## src/rtl/sum_of_n_pipelined.sv

```systemverilog
// Pipelined multi-operand adder: sums NUM_WORDS words per beat through a registered tree and accumulates per packet.
// Optional build macro SUM_OF_N_SATURATE_EN clamps the packet total at 2**ACC_WIDTH-1 instead of wrapping.
//
// state | meaning
// IDLE  | no packet in progress; next beat reaching SA starts a new packet
// ACCUM | packet in progress; acc/ovf hold the partial total
module sum_of_n_pipelined #(
   parameter int WIDTH     = 3,
   parameter int NUM_WORDS = 8,
   parameter int ACC_WIDTH = 8
) (
   input  logic                       clk,
   input  logic                       rst_n,
   input  logic [NUM_WORDS*WIDTH-1:0] din,
   input  logic                       din_valid,
   input  logic                       din_last,
   output logic                       din_ready,
   output logic [ACC_WIDTH-1:0]       sum,
   output logic                       sum_valid,
   input  logic                       sum_ready,
   output logic                       sum_ovf
);

   localparam int L  = $clog2(NUM_WORDS);
   localparam int P  = 1 << L;
   localparam int TW = WIDTH + L;
   localparam int EW = ((TW > ACC_WIDTH) ? TW : ACC_WIDTH) + 1;

   typedef enum logic {IDLE, ACCUM} state_t;

   // Level 0 is the S0 input register; level k holds the S(k) partial sums.
   logic [TW-1:0]        tree [0:L][0:P-1];
   logic [L:0]           stg_v;
   logic [L:0]           stg_last;
   state_t               state;
   logic [ACC_WIDTH-1:0] acc;
   logic                 ovf;
   logic                 adv;
   logic [EW-1:0]        total;
   logic                 ovf_next;
   logic [ACC_WIDTH-1:0] acc_next;

   assign adv       = !sum_valid || sum_ready;
   assign din_ready = adv && rst_n;

   always_comb begin
      total    = EW'(tree[L][0]) + ((state == ACCUM) ? EW'(acc) : '0);
      ovf_next = ((state == ACCUM) && ovf) || (total[EW-1:ACC_WIDTH] != '0);
`ifdef SUM_OF_N_SATURATE_EN
      acc_next = ovf_next ? '1 : total[ACC_WIDTH-1:0];
`else
      acc_next = total[ACC_WIDTH-1:0];
`endif
   end

   always_ff @(posedge clk) begin
      if (!rst_n) begin
         stg_v     <= '0;
         stg_last  <= '0;
         state     <= IDLE;
         acc       <= '0;
         ovf       <= 1'b0;
         sum       <= '0;
         sum_valid <= 1'b0;
         sum_ovf   <= 1'b0;
      end else if (adv) begin
         stg_v[0]    <= din_valid;
         stg_last[0] <= din_valid && din_last;
         for (int k = 1; k <= L; k++) begin
            stg_v[k]    <= stg_v[k-1];
            stg_last[k] <= stg_last[k-1];
         end

         // Missing leaves of a non-power-of-2 tree are tied to zero.
         for (int j = 0; j < P; j++) begin
            if (j < NUM_WORDS)
               tree[0][j] <= TW'(din[j*WIDTH +: WIDTH]);
            else
               tree[0][j] <= '0;
         end
         for (int k = 0; k < L; k++) begin
            for (int j = 0; j < P; j++) begin
               if (j < (P >> (k + 1)))
                  tree[k+1][j] <= tree[k][2*j] + tree[k][2*j+1];
               else
                  tree[k+1][j] <= '0;
            end
         end

         sum_valid <= 1'b0;
         if (stg_v[L]) begin
            if (stg_last[L]) begin
               sum       <= acc_next;
               sum_ovf   <= ovf_next;
               sum_valid <= 1'b1;
               state     <= IDLE;
               acc       <= '0;
               ovf       <= 1'b0;
            end else begin
               acc   <= acc_next;
               ovf   <= ovf_next;
               state <= ACCUM;
            end
         end
      end
   end

endmodule

```

## config.mk

```make
export PLATFORM = sky130hd
export DESIGN_NAME = sum_of_n_pipelined
export DESIGN_NICKNAME = d
export VERILOG_FILES = /design/src/rtl/sum_of_n_pipelined.sv
export SDC_FILE = /design/constraint.sdc
export NUM_CORES = 1
export LEC_CHECK = 0
export CAP_MARGIN = 20
export CORE_ASPECT_RATIO = 1.1
export CORE_MARGIN = 2
export CORE_UTILIZATION = 45
export CTS_CLUSTER_SIZE = 8
export DETAILED_ROUTE_END_ITERATION = 10
export PLACE_DENSITY = 0.7
export SETUP_SLACK_MARGIN = 0.3
export SYNTH_ARGS = -nofsm -noshare
export SYNTH_HDL_FRONTEND = slang
export SYNTH_SLANG_ARGS = --single-unit
```

## constraint.sdc

```tcl
create_clock -name clk -period 5 [get_ports clk]
set_input_delay 1 -clock clk [delete_from_list [all_inputs] [get_ports clk]]
set_output_delay 1 -clock clk [all_outputs]
set_load 0.01 [all_outputs]
```

Word-level counts from Yosys, hierarchy flattened
Memories as Yosys holds them, arrays and structs flattened.
Cells that the tools add are included.
{"block": "op_classes", "n_addsub": 8, "mux": 9, "reduce_logical": 8}
{"cell": "$add 6x6->6", "count": 7}
{"cell": "$mux 8", "count": 2}
{"cell": "$add 6x8->9", "count": 1}
{"cell": "$mux 1", "count": 7}
{"cell": "$logic_and 1x1->1", "count": 3}
{"cell": "$reduce_and 3->1", "count": 1}
{"cell": "$logic_or 1x1->1", "count": 2}
{"cell": "$reduce_and 2->1", "count": 1}
{"cell": "$logic_not 1->1", "count": 1}
{"block": "totals", "regBits": 28, "mem_bits_rw": 144, "in_bits": 29, "memories": 1}
{"name": "tree", "depth": 4, "word_bits": 36, "rd": 4, "rd_clocked_by_memory_dff": 0, "write_ports": 4, "line": "32", "text": "logic [TW-1:0] tree [0:L][0:P-1];"}

Depth between registers and ports, before layout
Gate-level depths: netlist of the first run.
{"block": "logic_depth", "ltp_word": 5, "mapped_depth": 8, "ltp_nobuf": 7}

Worst setup path after synthesis of the first run
No wires, ideal clock.
{"block": "synth_timing", "path_kind": "input-to-output", "start": "in rst_n", "end": "out din_ready", "t_arrival_ns": 3.735, "setup_slack_ns": 0.265, "stages": 3, "cell_sequence": "inv_2 -> clkbuf_1 -> nor2_1"}
{"block": "synth_between", "elab_chain_cells": 1}
{"element": "from (decl)", "line": "13", "text": "input logic rst_n,"}
{"element": "$logic_and 1x1->1", "line": "44", "text": "assign din_ready = adv && rst_n;"}
{"element": "to (decl)", "line": "17", "text": "output logic din_ready,"}
Every way passes these cells.

Worst setup path in the final report of the first run
Same ends and word-level chain as after synthesis.

==> results of run 1 <==
-- power by group through the flow --
stage,Clock [mW],Combinational [mW],Sequential [mW]
global route,0.481,0.328,0.880
global placement,0,0.276,0.886
CTS,0.446,0.292,0.872
floorplan,0,0.218,0.878
finish,0.433,0.287,0.870
detailed placement,0,0.290,0.888
-- kinds of logic after synthesis --
family          count (synthesis)  synth area share [%]
compound gates                 63                  11.9
buf+inv                        39                  3.76
xor+xnor                       15                  3.38
flops                          84                  57.7
fa+ha+maj                      39                  14.1
simple gates                   70                  9.17
-- routing by layer --
layer | vias to the layer above | GRT usage, % | wire length, um
met1 | 1129 | 15.5 | 2460
met2 | 49 | 24.7 | 3020
met3 | 10 | 5.06 | 242
met4 | 0 | 4.86 | 123
li1 | 1195 | - | -
met5 | - | 0 | 0
-- final cells by class --
cell class / instances / area (um^2)
fill: 723 / 3820
sequential: 84 / 2240
multi-input combinational: 187 / 1510
timing repair buffer: 41 / 405
tap: 111 / 139
clock buffer: 9 / 124
inverter: 32 / 120
clock inverter: 7 / 51.3
-- path summary, 6_finish.rpt --
path | start | slack [ns] | endpoint
hold / removal | stg_last[1] | 0.46 | stg_last[1]
setup reg to reg | state | 2.66 | sum_ovf
hold reg to reg | stg_last[1] | 0.46 | stg_last[1]
setup / recovery | rst_n | 1.28 | din_ready
-- placed cells by master (no fill, tap or decap), types with 3 or more instances in the layout --
cell | Yosys | final
nand3_1 | 9 | 9
edfxtp_1 | 56 | 56
nor2b_1 | 4 | 4
a21o_1 | 14 | 14
and2_1 | 8 | 8
nand2b_1 | 3 | 3
fa_1 | 8 | 8
o2111ai_1 | 3 | 3
clkdlybuf4s50_1 | 0 | 39
inv_1 | 31 | 31
clkbuf_8 | 0 | 9
nor2_1 | 5 | 4
nand2_1 | 27 | 27
ha_1 | 31 | 31
dfxtp_1 | 28 | 28
xnor2_1 | 13 | 13
o21a_1 | 3 | 3
nand3b_1 | 4 | 4
o21ai_0 | 6 | 6
nor3_1 | 3 | 3
a22o_1 | 3 | 3
a21oi_1 | 18 | 18
-- flip-flops by register name, indices dropped and copies added, names as in the netlist --
register and cells:
tree 56, acc 8, sum 8, stg_last 4, stg_v 4, ovf 1, state 1, sum_ovf 1
sum_valid 1
-- worst register-to-register path, delay by kind of cell, from the launching register on --
family	cells	cell delay [ns]
fa+ha+maj	2	0.61
flops	1	0.44
simple gates	1	0.20
compound gates	4	0.99
==> impl_metrics.json, run 1 <==
{
  "die_y_um": 101,
  "hold_violations": 0,
  "status": "finished clean",
  "synth-main-ff-cell": "edfxtp_1",
  "cts.htree.levels": 3,
  "pwr-share-comb_pct": 18.0,
  "final-setup-viol-count": 0,
  "synth_edf_count": 56,
  "track_usage_pct": 13.9,
  "final_cells": 471,
  "grt_pass1_wl_mm": 10.2,
  "drcViolationCount": 0,
  "dp_cells": 455,
  "antenna_found_initial": 0,
  "path_class": "primary input to output pin",
  "crit_required_ns": 4.00,
  "fmax_mhz": 268,
  "area_delta_synth_final_pct": 18.0,
  "cts_sinks": 84,
  "cp_top_family": "buffers and inverters",
  "crit_buf_inv": 3,
  "clockPowerShare_pct": 27.2,
  "p_seq_share_pct": 54.7,
  "slowest_stage": "clkdlybuf4s50_1",
  "power_density_nw_per_um2": 346,
  "gp_congestion": 0.843,
  "ys_seq_elements": 84,
  "final_area_um2": 4590,
  "vdd_drop_max_uv": 191,
  "core-area_um2": 8410,
  "fin_crit_sh_pct": 74.5,
  "fin_skew_ns": 0.00973,
  "hpwlAfterDp_mm": 4.22,
  "total_power_mw": 1.59,
  "p_switching_mw": 0.422,
  "clkLatencyLatePin_ns": 0.35,
  "drt_iter0_drc": 90,
  "worst_slack_ns": 1.28,
  "clockBufferDepth": 2,
  "dr.pass1.iters": 4,
  "vias_per_cell": 5.06,
  "ys_warn_count": 0,
  "synth_largest_area_cell": "edfxtp_1",
  "p_leak_nw": 1.83,
  "cp.depth": 4,
  "synthCells": 310,
  "path_max_fanout": 16,
  "grt_max_degree": 57,
  "clk_pin_slew_ns": 0.09,
  "p_sw_share_pct": 26.5,
  "rows": 35,
  "hold_ws_ns": 0.457,
  "cts_tree": "yes",
  "grt-ovfl-total": 0,
  "drt.antenna.violating_nets": 0,
  "die_w_um": 92.6,
  "die_area_um2": 9400,
  "slew_headroom_pct": 47.6,
  "final_nets": 423,
  "synthTopCellsByCount": "56 x edfxtp_1, 31 x ha_1, 31 x inv_1",
  "layout-drive-gt1-share_pct": 7.22,
  "synth_area_leaders": "edfxtp_1 43%, dfxtp_1 14%, ha_1 10%",
  "cts_setup_buffers": 0,
  "path_cells": "clkdlybuf4s50_1 > inv_2 > nor2_4 > clkdlybuf4s50_1",
  "cts_resized": 0,
  "antennaDiodeCount": 0,
  "end_kind": "output pin",
  "avgRoutedWirePerCell_um": 12.4,
  "rsz0062_at_grt": "no",
  "reg2reg_depth": 7,
  "avgSynthCellArea_um2": 12.5,
  "hold_depth": 2,
  "cts-root-buf": "clkbuf_8",
  "start_util_pct": 46.3,
  "period_minus_slack_ns": 3.72,
  "ctsHoldBuffers": 0,
  "synthArstFlopShare_pct": 0,
  "utilization_pct": 54.6,
  "syn_nets": 378,
  "place_area_um2": 4410,
  "critPathLaunchType": "primary input",
  "ios": 40,
  "synth_most_common_cell": "edfxtp_1",
  "crit_arrival_ns": 2.72,
  "post-place-ws_ns": 1.29,
  "power.internal_mw": 1.17,
  "num_vias": 2383,
  "grt_pass1_vias": 2417,
  "crit_path_frequent_cell": "clkdlybuf4s50_1",
  "max-cap-violations": 0,
  "mappedNetlistArea_um2": 3890,
  "hold_class": "flip-flop to flip-flop",
  "fin_tns_setup_ns": 0,
  "slew_viol_final": 0,
  "routed_wl_mm": 5.85,
  "numCtsBuffers": 9,
  "port_buffers": 39,
  "synth_top_area_share_pct": 43.2,
  "ys_seq_area_share_pct": 57.7,
  "synth.distinct_cells": 41,
  "slowest_delay_ns": 0.74,
  "max_slew.worst_pin.slew_ns": 0.780
}
Note: power is estimated with default switching activity, not from simulation.
==> run 2: changes to the inputs <==
==> constraint.sdc (replaced) <==
create_clock -name clk -period 3.75 [get_ports clk]
set_input_delay 0.75 -clock clk [delete_from_list [all_inputs] [get_ports clk]]
set_output_delay 0.75 -clock clk [all_outputs]
set_load 0.01 [all_outputs]
==> run 2 against run 1 <==
  * Cell area grew 0.65%
  * Non-clock buffer count grew 1
  * Sequential share of layout area shrank 0.32 points
  * Critical endpoint unchanged
  * Largest cell class unchanged
  * Combinational power grew 35%
  * Via count shrank 0.88%
  * Total power grew 38%
  * Sequential power grew 33%
==> impl_metrics.json, run 2 (synthesis gave the netlist of run 1 again) <==
{
  "crit_required_ns": 3.00,
  "hold_violations": 0,
  "drcViolationCount": 0,
  "crit_arrival_ns": 2.09,
  "cts_sinks": 84,
  "critPathLaunchType": "primary input",
  "num_vias": 2362,
  "max-cap-violations": 0,
  "hold_depth": 2,
  "die_w_um": 92.6,
  "period_minus_slack_ns": 2.84,
  "hpwlAfterDp_mm": 4.41,
  "status": "finished clean",
  "gp_congestion": 0.834,
  "cts_tree": "yes",
  "reg2reg_depth": 7,
  "path_max_fanout": 16,
  "largest_reg_flops": 56,
  "clockBufferDepth": 2,
  "rows": 35,
  "fin_skew_ns": 0.0137,
  "vias_per_cell": 5.00,
  "final_common_cell": "edfxtp_1",
  "cts_resized": 0,
  "antennaDiodeCount": 0,
  "rsz0062_at_grt": "no",
  "grt_pass1_wl_mm": 10.7,
  "end_kind": "output pin",
  "place_area_um2": 4420,
  "die_area_um2": 9400,
  "fin_tns_setup_ns": 0,
  "max_slew.worst_pin.slew_ns": 0.792,
  "worst_slack_ns": 0.908,
  "fmax_mhz": 352,
  "hp-start": "stg_v[2]",
  "path_class": "primary input to output pin",
  "regMostFlops": "tree",
  "ff2ff_setup_slack_ns": 1.36,
  "startpoint": "rst_n",
  "layout_common_cells": "56 x edfxtp_1, 39 x clkdlybuf4s50_1, 31 x inv_1, 31 x ha_1, 28 x dfxtp_1",
  "hold_ws_ns": 0.453,
  "p_leak_nw": 1.84,
  "slew_headroom_pct": 46.8,
  "dr.pass1.iters": 4,
  "final_area_um2": 4620,
  "grt_max_degree": 57,
  "fin_crit_sh_pct": 75.8,
  "clk_pin_slew_ns": 0.09,
  "reg2reg_from": "state",
  "reg.largest.list": "tree (56), acc (8), sum (8)",
  "hold_class": "flip-flop to flip-flop",
  "post-place-ws_ns": 0.898,
  "timing.rr.end": "sum_ovf",
  "die_y_um": 101,
  "core-area_um2": 8410,
  "antenna_found_initial": 0,
  "holdPathEnd": "stg_v[3]",
  "routed_wl_mm": 6.16,
  "cts.htree.levels": 3,
  "slew_viol_final": 0,
  "drt.antenna.violating_nets": 0,
  "utilization_pct": 54.9,
  "grt_pass1_vias": 2395,
  "grt-ovfl-total": 0,
  "final_nets": 424,
  "vdd_drop_max_uv": 272,
  "cts_setup_buffers": 0,
  "ios": 40,
  "clkLatencyLatePin_ns": 0.36,
  "numCtsBuffers": 9,
  "track_usage_pct": 14.8,
  "area_delta_synth_final_pct": 18.8,
  "drt_iter0_drc": 96,
  "cts-root-buf": "clkbuf_8",
  "fill_cells": 705,
  "port_buffers": 39,
  "avgRoutedWirePerCell_um": 13.0,
  "start_util_pct": 46.3,
  "layout-drive-gt1-share_pct": 7.48,
  "power_density_nw_per_um2": 476,
  "ctsHoldBuffers": 0,
  "final-setup-viol-count": 0
}
[run 2: critical path, cell delays in order]
cell and delay (ns):
clkdlybuf4s50_1 0.50, inv_2 0.14, nor2_4 0.15, clkdlybuf4s50_1 0.54
[run 2: cell type report]
type	count	area [um^2]	area share (%)
clock buffer	9	124	2.68
multi-input combinational	187	1510	32.6
tap	111	139	3.01
inverter	32	120	2.60
sequential	84	2240	48.5
timing repair buffer	42	413	8.94
clock inverter	7	73.8	1.60
[run 2: worst max path at each step]
stage	to	slack, ns	cells after the start
after floorplan	din_ready	0.45	3
after global placement	din_ready	0.89	4
after detailed placement	din_ready	0.90	4
after CTS	din_ready	0.88	4
after global routing	din_ready	0.85	4
final	din_ready	0.91	4
[run 2: per-stage QoR]
step | power [mW] | std cells
final | 2.20 | 472
after CTS | 2.22 | 472
after global placement | 1.55 | 456
after global routing | 2.34 | 472
after detailed placement | 1.58 | 456
after floorplan | 1.46 | 310
[run 2: per-layer routing]
metal	GRT usage [%]	routed length [um]	up-vias
met1	17.3	2610	1103
met2	25.7	3110	51
met4	8.37	207	0
li1	-	-	1192
met3	2.98	227	16
met5	0	0	-
[run 2: power by group]
group / internal [mW] / switching [mW] / total [mW]
logic: 0.193 / 0.194 / 0.388
registers: 1.12 / 0.0417 / 1.16
clock network: 0.310 / 0.338 / 0.648
==> run 3: changes to the inputs <==
--- a/config.mk
+++ b/config.mk
@@ -11,7 +11,7 @@
 export CORE_UTILIZATION = 45
 export CTS_CLUSTER_SIZE = 8
 export DETAILED_ROUTE_END_ITERATION = 10
-export PLACE_DENSITY = 0.7
+export PLACE_DENSITY = 0.72
 export SETUP_SLACK_MARGIN = 0.3
 export SYNTH_ARGS = -nofsm -noshare
 export SYNTH_HDL_FRONTEND = slang
==> constraint.sdc (replaced) <==
create_clock -name clk -period 2.35 [get_ports clk]
set_input_delay 0.47 -clock clk [delete_from_list [all_inputs] [get_ports clk]]
set_output_delay 0.47 -clock clk [all_outputs]
set_load 0.01 [all_outputs]
==> run 3 against run 2 <==
  * Sequential share of layout area down 1.4 points
  * Worst setup slack worse by 0.64 ns
  * Clock skew down 0.0064 ns
  * Sequential power up 60%
  * Via count up 3.7%
  * Non-clock buffer count up 8
  * Flip-flop and latch count unchanged
  * Final cell count up 1.7%
  * Register-to-register slack worse by 1.1 ns
  * Largest cell class unchanged
  * Highest routed layer unchanged
==> impl_metrics.json, run 3 (synthesis gave the netlist of run 1 again) <==
{
  "cts-root-buf": "clkbuf_8",
  "reg2reg_from": "state",
  "critPathLaunchType": "flip-flop",
  "grt_pass1_vias": 2352,
  "utilization_pct": 56.7,
  "cp_top_family": "compound AO/OA/AOI/OAI gates",
  "reg.largest.list": "tree (56), acc (8), sum (8)",
  "max_slew.worst_pin.slew_ns": 0.534,
  "crit_required_ns": 2.60,
  "holdPathEnd": "stg_last[2]",
  "clockBufferDepth": 2,
  "die_y_um": 101,
  "slowest_delay_ns": 0.37,
  "hold_ws_ns": 0.456,
  "hold_depth": 2,
  "routed_wl_mm": 6.18,
  "rsz0062_at_grt": "yes",
  "slew_viol_final": 0,
  "ios": 40,
  "track_usage_pct": 14.3,
  "hpwlAfterDp_mm": 4.44,
  "slowest_stage": "dfxtp_4",
  "dr.pass1.iters": 4,
  "cts.htree.levels": 3,
  "antenna_found_initial": 0,
  "vdd_drop_max_uv": 511,
  "core-area_um2": 8410,
  "die_area_um2": 9400,
  "start_util_pct": 46.3,
  "layout-drive-gt1-share_pct": 12.2,
  "fin_crit_sh_pct": 88.7,
  "clkLatencyLatePin_ns": 0.35,
  "fin_tns_setup_ns": 0,
  "ctsHoldBuffers": 0,
  "drt.antenna.violating_nets": 0,
  "final_area_um2": 4770,
  "port_buffers": 39,
  "total_power_mw": 3.62,
  "fmax_mhz": 480,
  "num_vias": 2450,
  "ff2ff_setup_slack_ns": 0.27,
  "period_minus_slack_ns": 2.08,
  "rows": 35,
  "final_common_cell": "edfxtp_1",
  "status": "finished clean",
  "grt-ovfl-total": 0,
  "drcViolationCount": 0,
  "antennaDiodeCount": 0,
  "hp-start": "stg_last[2]",
  "drt_iter0_drc": 79,
  "place_area_um2": 4490,
  "vias_per_cell": 5.10,
  "path_class": "flip-flop to flip-flop",
  "cts_sinks": 84,
  "clk_pin_slew_ns": 0.09,
  "grt_pass1_wl_mm": 10.3,
  "die_w_um": 92.6,
  "avgRoutedWirePerCell_um": 12.9,
  "numCtsBuffers": 9,
  "hold_class": "flip-flop to flip-flop",
  "regMostFlops": "tree",
  "final-setup-viol-count": 0,
  "crit_buf_inv": 1,
  "slew_headroom_pct": 64.3,
  "power_density_nw_per_um2": 760,
  "path_cells": "and2_4 > ha_4 > fa_2 > a21o_1 > a221oi_4 > buf_6 > o21bai_1 > a32o_1",
  "end_kind": "flip-flop",
  "cts_tree": "yes",
  "path_max_fanout": 7,
  "largest_reg_flops": 56,
  "final_nets": 432,
  "reg2reg_depth": 8,
  "gp_congestion": 0.872,
  "area_delta_synth_final_pct": 22.6,
  "max-cap-violations": 0,
  "fin_skew_ns": 0.00724,
  "layout_common_cells": "56 x edfxtp_1, 38 x clkdlybuf4s50_1, 31 x inv_1",
  "crit_arrival_ns": 2.33,
  "grt_max_degree": 57,
  "fill_cells": 711,
  "hold_violations": 0,
  "p_leak_nw": 1.90,
  "timing.rr.end": "sum_ovf"
}
-- run 3: cell count changes in the layout (fill, tap and decap cells not counted), sizes merged --
| cell | before | now |
|---|---|---|
| buf | 3 | 11 |
| bufinv | 1 | 2 |
| clkdlybuf4s50 | 39 | 38 |
| clkinvlp | 3 | 2 |
| dlygate4sd2 | 0 | 1 |
-- run 3: metrics by stage --
| stage | cells | setup slack [ns] |
|---|---|---|
| after floorplan | 310 | 0.296 |
| after global placement | 461 | 0.116 |
| after detailed placement | 461 | 0.123 |
| after CTS | 479 | 0.288 |
| after global routing | 480 | 0.208 |
| final | 480 | 0.266 |
-- run 3: tightest hold or removal path, cell delays in order, from the launching register on --
cell	delay, ns
dfxtp_1	0.32
nand2_1	0.05
a21oi_1	0.05
-- run 3: area by class of cell --
cell class                      count  area [um^2]  share of cell area, %
Clock buffer                        9          124                   2.60
Clock inverter                      7         98.8                   2.07
Inverter                           32          120                   2.52
Multi-Input combinational cell    187         1550                   32.6
Sequential cell                    84         2250                   47.1
Tap cell                          111          139                   2.91
Timing Repair Buffer               50          488                   10.2
-- run 3: timing repair --
item                       4_1_cts  5_1_grt
setup endpoints to repair        6        7
setup buffers                    2        1
resized for setup                3        5
pin swaps                        5        3
-- run 3: worst max-delay path by stage --
| stage | start | to | slack, ns | cells after the start |
|---|---|---|---|---|
| after floorplan | state | sum_ovf | 0.30 | 8 |
| after global placement | rst_n | din_ready | 0.12 | 4 |
| after detailed placement | sum_ready | din_ready | 0.12 | 4 |
| after CTS | state | acc[6] | 0.29 | 7 |
| after global routing | state | sum_ovf | 0.21 | 8 |
| final | state | sum_ovf | 0.27 | 8 |
-- run 3: power breakdown --
| group | switching (mW) | internal, mW |
|---|---|---|
| Clock | 0.526 | 0.605 |
| Combinational | 0.308 | 0.323 |
| Sequential | 0.0744 | 1.79 |
| Total | 0.908 | 2.72 |
-- run 3: metal layers --
metal	GRT usage, %	share of wire (%)
met2	26.6	54
met4	6.11	1.1
met5	0	0
met3	3.50	4.4
met1	15.6	40
